<file path="src/rtl/bin_to_bcd_seq_pkg.sv">
// Shared types, add-3 correction and segment patterns
// for the sequential binary-to-BCD converter.
package bcd_pkg;

  typedef logic [3:0] bcd_t;
  typedef logic [6:0] seg_t;

  // {g,f,e,d,c,b,a}, active-low
  localparam seg_t SEG_0     = 7'b1000000;
  localparam seg_t SEG_1     = 7'b1111001;
  localparam seg_t SEG_2     = 7'b0100100;
  localparam seg_t SEG_3     = 7'b0110000;
  localparam seg_t SEG_4     = 7'b0011001;
  localparam seg_t SEG_5     = 7'b0010010;
  localparam seg_t SEG_6     = 7'b0000010;
  localparam seg_t SEG_7     = 7'b1111000;
  localparam seg_t SEG_8     = 7'b0000000;
  localparam seg_t SEG_9     = 7'b0010000;
  localparam seg_t SEG_BLANK = 7'b1111111;

  typedef enum logic [1:0] {
    ST_IDLE  = 2'd0,
    ST_SHIFT = 2'd1,
    ST_DONE  = 2'd2
  } state_e;

  function automatic bcd_t add3(input bcd_t d);
    return (d >= 4'd5) ? bcd_t'(d + 4'd3) : d;
  endfunction

endpackage

</file>
<file path="src/rtl/bin_to_bcd_seq_if.sv">
// Handshake bundle for bin_to_bcd_seq.
// out_seg exists only with BIN2BCD_SEG7_EN.
interface bin_to_bcd_seq_if #(
  parameter int IN_W   = 7,
  parameter int DIGITS = 3
);
  logic                  in_valid;
  logic                  in_ready;
  logic [IN_W-1:0]       in_bin;
  logic                  out_valid;
  logic                  out_ready;
  logic [4*DIGITS-1:0]   out_bcd;
`ifdef BIN2BCD_SEG7_EN
  logic [7*DIGITS-1:0]   out_seg;
`endif

  modport slave (
    input  in_valid, in_bin, out_ready,
`ifdef BIN2BCD_SEG7_EN
    output out_seg,
`endif
    output in_ready, out_valid, out_bcd
  );

  modport master (
    output in_valid, in_bin, out_ready,
`ifdef BIN2BCD_SEG7_EN
    input  out_seg,
`endif
    input  in_ready, out_valid, out_bcd
  );
endinterface

</file>
<file path="src/rtl/bin_to_bcd_seq_seg7.sv">
// One BCD digit to 7 active-low segments.
// Non-decimal codes blank the digit.
module seg7_digit_dec
  import bcd_pkg::*;
(
  input  bcd_t bcd,
  output seg_t seg
);
  always_comb begin
    seg = SEG_BLANK;
    unique case (1'b1)
      (bcd == 4'd0): seg = SEG_0;
      (bcd == 4'd1): seg = SEG_1;
      (bcd == 4'd2): seg = SEG_2;
      (bcd == 4'd3): seg = SEG_3;
      (bcd == 4'd4): seg = SEG_4;
      (bcd == 4'd5): seg = SEG_5;
      (bcd == 4'd6): seg = SEG_6;
      (bcd == 4'd7): seg = SEG_7;
      (bcd == 4'd8): seg = SEG_8;
      (bcd == 4'd9): seg = SEG_9;
      default:       seg = SEG_BLANK;
    endcase
  end
endmodule

</file>
<file path="src/rtl/bin_to_bcd_seq.sv">
// Double-dabble binary-to-BCD, one bit per clock.
// BIN2BCD_SEG7_EN adds registered 7-segment outputs.
module bin_to_bcd_seq
  import bcd_pkg::*;
#(
  parameter int IN_W   = 7,
  parameter int DIGITS = 3
) (
  input  logic               clk,
  input  logic               rst_n,
  bin_to_bcd_seq_if.slave    bus
);
  localparam int BW = 4 * DIGITS;
  localparam int CW = $clog2(IN_W + 1);

  localparam logic [1:0] IDLE  = ST_IDLE;
  localparam logic [1:0] SHIFT = ST_SHIFT;
  localparam logic [1:0] DONE  = ST_DONE;

  function automatic bit range_ok();
    longint p;
    p = 1;
    for (int i = 0; i < DIGITS; i++) p = p * 10;
    return p > ((longint'(1) << IN_W) - 1);
  endfunction

  if (IN_W < 1 || !range_ok()) begin : g_chk
    $error("bin_to_bcd_seq: DIGITS too small for IN_W");
  end

  logic [1:0]         state;
  logic [IN_W-1:0]    bin_sr;
  logic [BW-1:0]      bcd_sr;
  logic [CW-1:0]      cnt;
  logic [BW-1:0]      adj;
  logic [BW+IN_W-1:0] sr_nx;
  logic [BW-1:0]      bcd_nx;
  logic [IN_W-1:0]    bin_nx;
  logic [BW-1:0]      bcd_q;

  // Correct every digit first, then shift the joint register
  always_comb begin
    adj = '0;
    for (int i = 0; i < DIGITS; i++)
      adj[4*i +: 4] = add3(bcd_sr[4*i +: 4]);
    sr_nx  = {adj, bin_sr} << 1;
    bcd_nx = sr_nx[BW+IN_W-1:IN_W];
    bin_nx = sr_nx[IN_W-1:0];
  end

  always_ff @(posedge clk) begin
    if (!rst_n) begin
      state  <= IDLE;
      bin_sr <= '0;
      bcd_sr <= '0;
      cnt    <= '0;
      bcd_q  <= '0;
    end else begin
      unique case (state)
        IDLE: begin
          if (bus.in_valid) begin
            bin_sr <= bus.in_bin;
            bcd_sr <= '0;
            cnt    <= CW'(IN_W);
            state  <= SHIFT;
          end
        end
        SHIFT: begin
          bin_sr <= bin_nx;
          bcd_sr <= bcd_nx;
          cnt    <= cnt - CW'(1);
          if (cnt == CW'(1)) begin
            bcd_q <= bcd_nx;
            state <= DONE;
          end
        end
        DONE: begin
          if (bus.out_ready) state <= IDLE;
        end
        default: state <= IDLE;
      endcase
    end
  end

  assign bus.in_ready  = (state == IDLE);
  assign bus.out_valid = (state == DONE);
  assign bus.out_bcd   = bcd_q;

`ifdef BIN2BCD_SEG7_EN
  logic [7*DIGITS-1:0] seg_nx;
  logic [7*DIGITS-1:0] seg_q;

  for (genvar d = 0; d < DIGITS; d++) begin : g_seg
    seg7_digit_dec u_dec (
      .bcd (bcd_nx[4*d +: 4]),
      .seg (seg_nx[7*d +: 7])
    );
  end

  always_ff @(posedge clk) begin
    if (!rst_n)
      seg_q <= '1;
    else if (state == SHIFT && cnt == CW'(1))
      seg_q <= seg_nx;
  end

  assign bus.out_seg = seg_q;
`endif

endmodule

</file>
<file path="src/flat_wrapper.sv">
// flat-port wrapper written by rule: the top's interface ports become plain ports
module bin_to_bcd_seq_flat import bcd_pkg::*;
#(
  parameter int IN_W   = 7,
  parameter int DIGITS = 3
)
  (clk, rst_n, bus_in_valid, bus_in_bin, bus_out_ready, bus_in_ready, bus_out_valid, bus_out_bcd);
  bin_to_bcd_seq_if #(.IN_W(IN_W), .DIGITS(DIGITS)) bus_i ();
  input  logic clk;
  input  logic rst_n;
  input wire logic [$bits(bus_i.in_valid)-1:0] bus_in_valid;
  input wire logic [$bits(bus_i.in_bin)-1:0] bus_in_bin;
  input wire logic [$bits(bus_i.out_ready)-1:0] bus_out_ready;
  output wire logic [$bits(bus_i.in_ready)-1:0] bus_in_ready;
  output wire logic [$bits(bus_i.out_valid)-1:0] bus_out_valid;
  output wire logic [$bits(bus_i.out_bcd)-1:0] bus_out_bcd;
  assign bus_i.in_valid = bus_in_valid;
  assign bus_i.in_bin = bus_in_bin;
  assign bus_i.out_ready = bus_out_ready;
  assign bus_in_ready = bus_i.in_ready;
  assign bus_out_valid = bus_i.out_valid;
  assign bus_out_bcd = bus_i.out_bcd;
  bin_to_bcd_seq #(.IN_W(IN_W), .DIGITS(DIGITS)) u_core (.clk(clk), .rst_n(rst_n), .bus(bus_i));
endmodule
</file>
<file path="config.mk">
export PLATFORM = sky130hd
export DESIGN_NAME = bin_to_bcd_seq_flat
export DESIGN_NICKNAME = d
export VERILOG_FILES = /design/src/rtl/bin_to_bcd_seq_pkg.sv /design/src/rtl/bin_to_bcd_seq_if.sv /design/src/rtl/bin_to_bcd_seq_seg7.sv /design/src/rtl/bin_to_bcd_seq.sv /design/src/flat_wrapper.sv
export SDC_FILE = /design/constraint.sdc
export NUM_CORES = 1
export LEC_CHECK = 0
export ABC_AREA = 1
export CELL_PAD_IN_SITES_DETAIL_PLACEMENT = 0
export CELL_PAD_IN_SITES_GLOBAL_PLACEMENT = 1
export CORE_MARGIN = 3
export CORE_UTILIZATION = 40
export CTS_BUF_LIST = sky130_fd_sc_hd__clkbuf_4 sky130_fd_sc_hd__clkbuf_8
export DETAILED_ROUTE_END_ITERATION = 7
export MAX_ROUTING_LAYER = met4
export PLACE_DENSITY = 0.8
export SYNTH_ARGS = -nofsm -noshare
export SYNTH_HDL_FRONTEND = slang
export SYNTH_SLANG_ARGS = --single-unit
export TNS_END_PERCENT = 50
</file>
<file path="constraint.sdc">
create_clock -name clk -period 1.66 [get_ports clk]
set_clock_uncertainty 0.2 [all_clocks]
set_input_delay 0.332 -clock clk [delete_from_list [all_inputs] [get_ports clk]]
set_output_delay 0.332 -clock clk [all_outputs]
set_load 0.02 [all_outputs]
</file>
Word level (Yosys, flattened, before mapping). Cells that the tools add are included.

Bits in registers: 36. Bits of input ports: 11. Output and inout port bits: 14. Word-level logic and storage cells: 36.

$add $sub $neg: 4. $lt $le $gt $ge: 3. Eq/ne operators: 6. Muxes and demuxes: 13. Reduce and logical (&&, ||, !) cells: 5.

Operators by type and width (count): $pmux W12 S2 (1); $pmux W7 S2 (1); $ge A4 B3 Y1 const B (3); $mux W12 (1); $add A4 B2 Y4 const B (2); $mux W4 (2); $mux W7 (1); $mux W2 (3); $mux W3 (2); $pmux W2 S3 (1); $pmux W3 S2 (1); $ne A2 B2 Y1 const B (2); $reduce_and A2 Y1 (2); $add A3 B2 Y3 const B (1); $eq A3 B1 Y1 const B (1); $reduce_and A3 Y1 (1); $sub A3 B1 Y3 const B (1); $eq A2 B1 Y1 const B (1); $eq A2 B2 Y1 const B (1); $logic_not A2 Y1 (1); $ne A2 B1 Y1 const B (1); $reduce_bool A2 Y1 (1).

Longest topological paths before layout.
Word-level depth: 3. Depth in mapped cells: 11. Gate-level depth less buffers: 11.

Worst setup path after synthesis. Ideal clock, no wire load.

Path kind: reg-to-reg. Start: reg u_core.bcd_sr[4]. End: reg u_core.bcd_q[6] (netlist: u_core.bus.out_bcd[6]). Setup time: 0.109 ns. Arrival: 1.136 ns. Data required time: 1.351 ns. Slack: 0.216 ns. Stages on the path, launching flop included: 11. Buffers on the path: 0. Period minus slack after synthesis: 1.444 ns. Path through: dfxtp_1 inv_1 ha_1 inv_1 nand2_1 nand3_1 nand2_1 nand2_1 nand2_1 nand2_1 inv_1.

Cells in the longest elaborated chain, start to end: 2. Elaborated cells between the ends (all ways): 3. Those cells by class: add/sub: 1; order compare: 1; mux: 1.

Ends and longest elaborated chain: start, declared (RTL line bin_to_bcd_seq.sv:33) `logic [BW-1:0] bcd_sr;`; start signal, assigned (RTL line bin_to_bcd_seq.sv:70) `bcd_sr <= bcd_nx;`; $add A4 B2 Y4 or $ge A4 B3 Y1 (tied branches) (RTL line bin_to_bcd_seq_pkg.sv:28) `return (d >= 4'd5) ? bcd_t'(d + 4'd3) : d;`; $mux W4 (*) (RTL line bin_to_bcd_seq_pkg.sv:28); end signal, assigned (RTL line bin_to_bcd_seq.sv:73) `bcd_q <= bcd_nx;`; end, declared (RTL line bin_to_bcd_seq.sv:39) `logic [BW-1:0] bcd_q;`.

Every way passes the cells marked *; elsewhere a longest branch is shown, timed or not. A chain may end at the register's enable or synchronous reset.

Worst setup path after layout.
Start: reg u_core.state[1]. End: out bus_out_valid.

Cells in the longest elaborated chain, start to end: 1.

Ends and longest elaborated chain: start, declared (RTL line bin_to_bcd_seq.sv:31) `logic [1:0] state;`; start signal, assigned (RTL line bin_to_bcd_seq.sv:53) `state <= IDLE;`; start signal, assigned (RTL line bin_to_bcd_seq.sv:65) `state <= SHIFT;`; start signal, assigned (RTL line bin_to_bcd_seq.sv:74) `state <= DONE;`; $eq A2 B2 Y1 (RTL line bin_to_bcd_seq.sv:86) `assign bus.out_valid = (state == DONE);`; end, declared (RTL line flat_wrapper.sv:15) `output wire logic [$bits(bus_i.out_valid)-1:0] bus_out_valid;`.

No other way between the ends.

==> metrics.cfg <==
[outcome]
status = finished clean

[setup_path]
endpoint_kind = output pin
arrival_ns = 0.98
r2r_cells = 10
worstSetupStartpointType = flip-flop
cpPeakStageDelay_ns = 0.35
path_class = flip-flop to output pin
path_max_fanout = 3
slowest_stage = dfxtp_1
cp.required_ns = 1.13
path_cells = inv_1 > nor2_1 > buf_2

[timing]
fmax_mhz = 662.2
fin_crit_sh_pct = 90.97
period_minus_slack_ns = 1.510
finalHoldViolCount = 0
rsz0062_at_grt = no
max_slew_margin_pct = 67.19
slew_violations = 0
tns_ns = 0
tightest_slew_ns = 0.4915
setup-violations-final = 0

[clock_tree]
cts_tree = done
insertion_delay_ns = 0.28
numCtsBuffers = 5
cts_root_buffer = clkbuf_8
clkTransAtPathRegs_ns = 0.07
htreeDepth = 2
clk_path_buf_depth = 2
post-cts-setup-buffers = 0
cts_sinks = 36

[die]
ios = 25
die_w_um = 72.41
die_area_um2 = 5243
std_cell_rows = 23
dieHeight_um = 72.41
start_util_pct = 42.87
core_area_um2 = 4115

[routing]
drc = 0
dr.pass1.iters = 4
wire_per_inst_um = 10.97
drt_wl_total_mm = 3.762
via_count = 1595
first_iter_violations = 81
via_per_inst = 4.650
ant_nets = 0

[yosys]
syn-mean-instance-area_um2 = 6.812
synthAdderAreaFrac_pct = 5.674
synth.cell_area_um2 = 1764
synth-seq-area-share_pct = 40.85
syn_inst = 259
syn-num-nets = 278
ys_types = 23
synth-compound-area-share_pct = 11.49
ys_ff_latch = 36
synth_xor_area_share_pct = 0
yosysWarnings = 0
synthMuxAreaShare_pct = 0
yosys.area_share.simple_pct = 31.06
synth_top_family_by_area = simple AND/OR/NAND/NOR gates

[final_layout]
final_cell_mix = nand2_1 (84), inv_1 (34), dfxtp_1 (34)
syn2layout_area_growth_pct = 23.83
fin_area_um2 = 2185
layout_commonest_cell = nand2_1
diodes = 0
nets = 312
fin_cells = 343
drive_gt1_share_pct = 10.24

[min_path]
min_path_type = flip-flop to flip-flop
hold_path_depth = 2

[placed_design]
place_area_um2 = 2113
dp_hpwl_mm = 2.673
io_buffers = 24
place_congestion = 0.8196
dp_cells = 336

[global_routing]
antenna_found_initial = 0
grt_first_pass_wirelength_mm = 6.548
overflow = 0
grt_pass1_vias = 1512
grt_max_degree = 28
grt_usage_pct = 16.69

[power_and_ir_drop]
vdd.ir_drop.worst_uv = 516.0
p_leak_nw = 1.065
power_mw = 1.779
p_per_area_nw_per_um2 = 814.5

[run]
max-cap-violations = 0

[final cells by class]
class | instances | area [um2]
Clock inverter | 1 | 5.005
Inverter | 38 | 145.1
Multi-Input combinational cell | 177 | 855.8
Sequential cell | 36 | 725.7
Timing Repair Buffer | 35 | 314.1
Clock buffer | 6 | 76.32
Tap cell | 50 | 62.56
Fill cell | 431 | 1931
[state kept, by name, indices dropped and copies added (netlist names)]
signal              cells
u_core.bin_sr           7
u_core.bus.out_bcd     12
u_core.state            2
u_core.bcd_sr          12
u_core.cnt              3
[synth_stat cells]
cell	number	area, um2
nand2_1	84	315.3
a21oi_1	19	95.09
nor2_1	25	93.84
clkbuf_1	2	7.510
ha_1	8	100.1
buf_4	2	15.01
a31oi_1	3	18.77
a21oi_2	1	8.760
clkinv_2	1	5.000
a22oi_1	1	7.510
inv_2	2	7.510
o21ai_0	8	40.04
buf_6	1	11.26
inv_1	35	131.4
buf_2	3	15.01
a211oi_1	1	7.510
o21ai_1	2	10.01
nand4_1	4	25.02
nand3_1	17	85.08
dfxtp_1	36	720.7
nor2_4	1	11.26
o21a_1	2	15.01
nand3_4	1	17.52
[layer usage]
| layer | up-vias | global-route usage [%] | share of wire (%) |
|---|---|---|---|
| met5 | - | - | 0 |
| li1 | 879 | - | - |
| met4 | 0 | 5.533 | 0.77 |
| met1 | 690 | 18.81 | 47 |
| met2 | 24 | 28.21 | 48 |
| met3 | 2 | 4.986 | 3.5 |
[worst paths after layout]
path | end | start | slack [ns]
max | bus_out_valid | u_core.state[1]$_SDFFE_PN0P_ | 0.15
min | u_core.bin_sr[0]$_SDFFE_PN0P_ | u_core.bin_sr[0]$_SDFFE_PN0P_ | 0.26
max reg2reg | u_core.bus.out_bcd[4]$_SDFFE_PN0P_ | u_core.bcd_sr[1]$_SDFFE_PN0P_ | 0.16
min reg2reg | u_core.bin_sr[0]$_SDFFE_PN0P_ | u_core.bin_sr[0]$_SDFFE_PN0P_ | 0.26
[power breakdown]
group	switching, mW	internal, mW
clock network	0.302	0.302
logic	0.151	0.106
registers	0.0196	0.900
total	0.472	1.31
[through the flow]
| step | hold WS (ns) | setup slack, ns | util, % |
|---|---|---|---|
| after floorplan | 0.2392 | 0.2157 | - |
| final | 0.2633 | 0.1499 | 53.09 |
| after detailed placement | 0.2581 | -0.04205 | 51.35 |
| after global placement | 0.2531 | -0.04973 | 51.35 |
| after global routing | 0.2875 | 0.0005147 | 53.09 |
| after CTS | 0.2681 | 0.008809 | 52.96 |
[critical path, delay by kind of cell (launching register included)]
family / cells / cell delay (ns)
DFF: 1 / 0.35
buffers and inverters: 2 / 0.24
and+or+nand+nor: 1 / 0.11
[cell families (layout without fill, tap and decap cells)]
| logic type | Yosys count | in the layout |
|---|---|---|
| AND/OR/NAND/NOR | 132 | 132 |
| AO/OA/AOI/OAI | 37 | 37 |
| adder cells (fa/ha/maj) | 8 | 8 |
| buffers and inverters | 46 | 80 |
| flip-flops | 36 | 36 |
[timing repair]
| item | in CTS | in global routing |
|---|---|---|
| resized for setup | 16 | 10 |
| cloned | 0 | 0 |
| setup endpoints to repair | 14 | 14 |
| pin swaps | 0 | 0 |
| hold buffers | 0 | 0 |
Note: power is estimated with default switching activity, not from simulation.
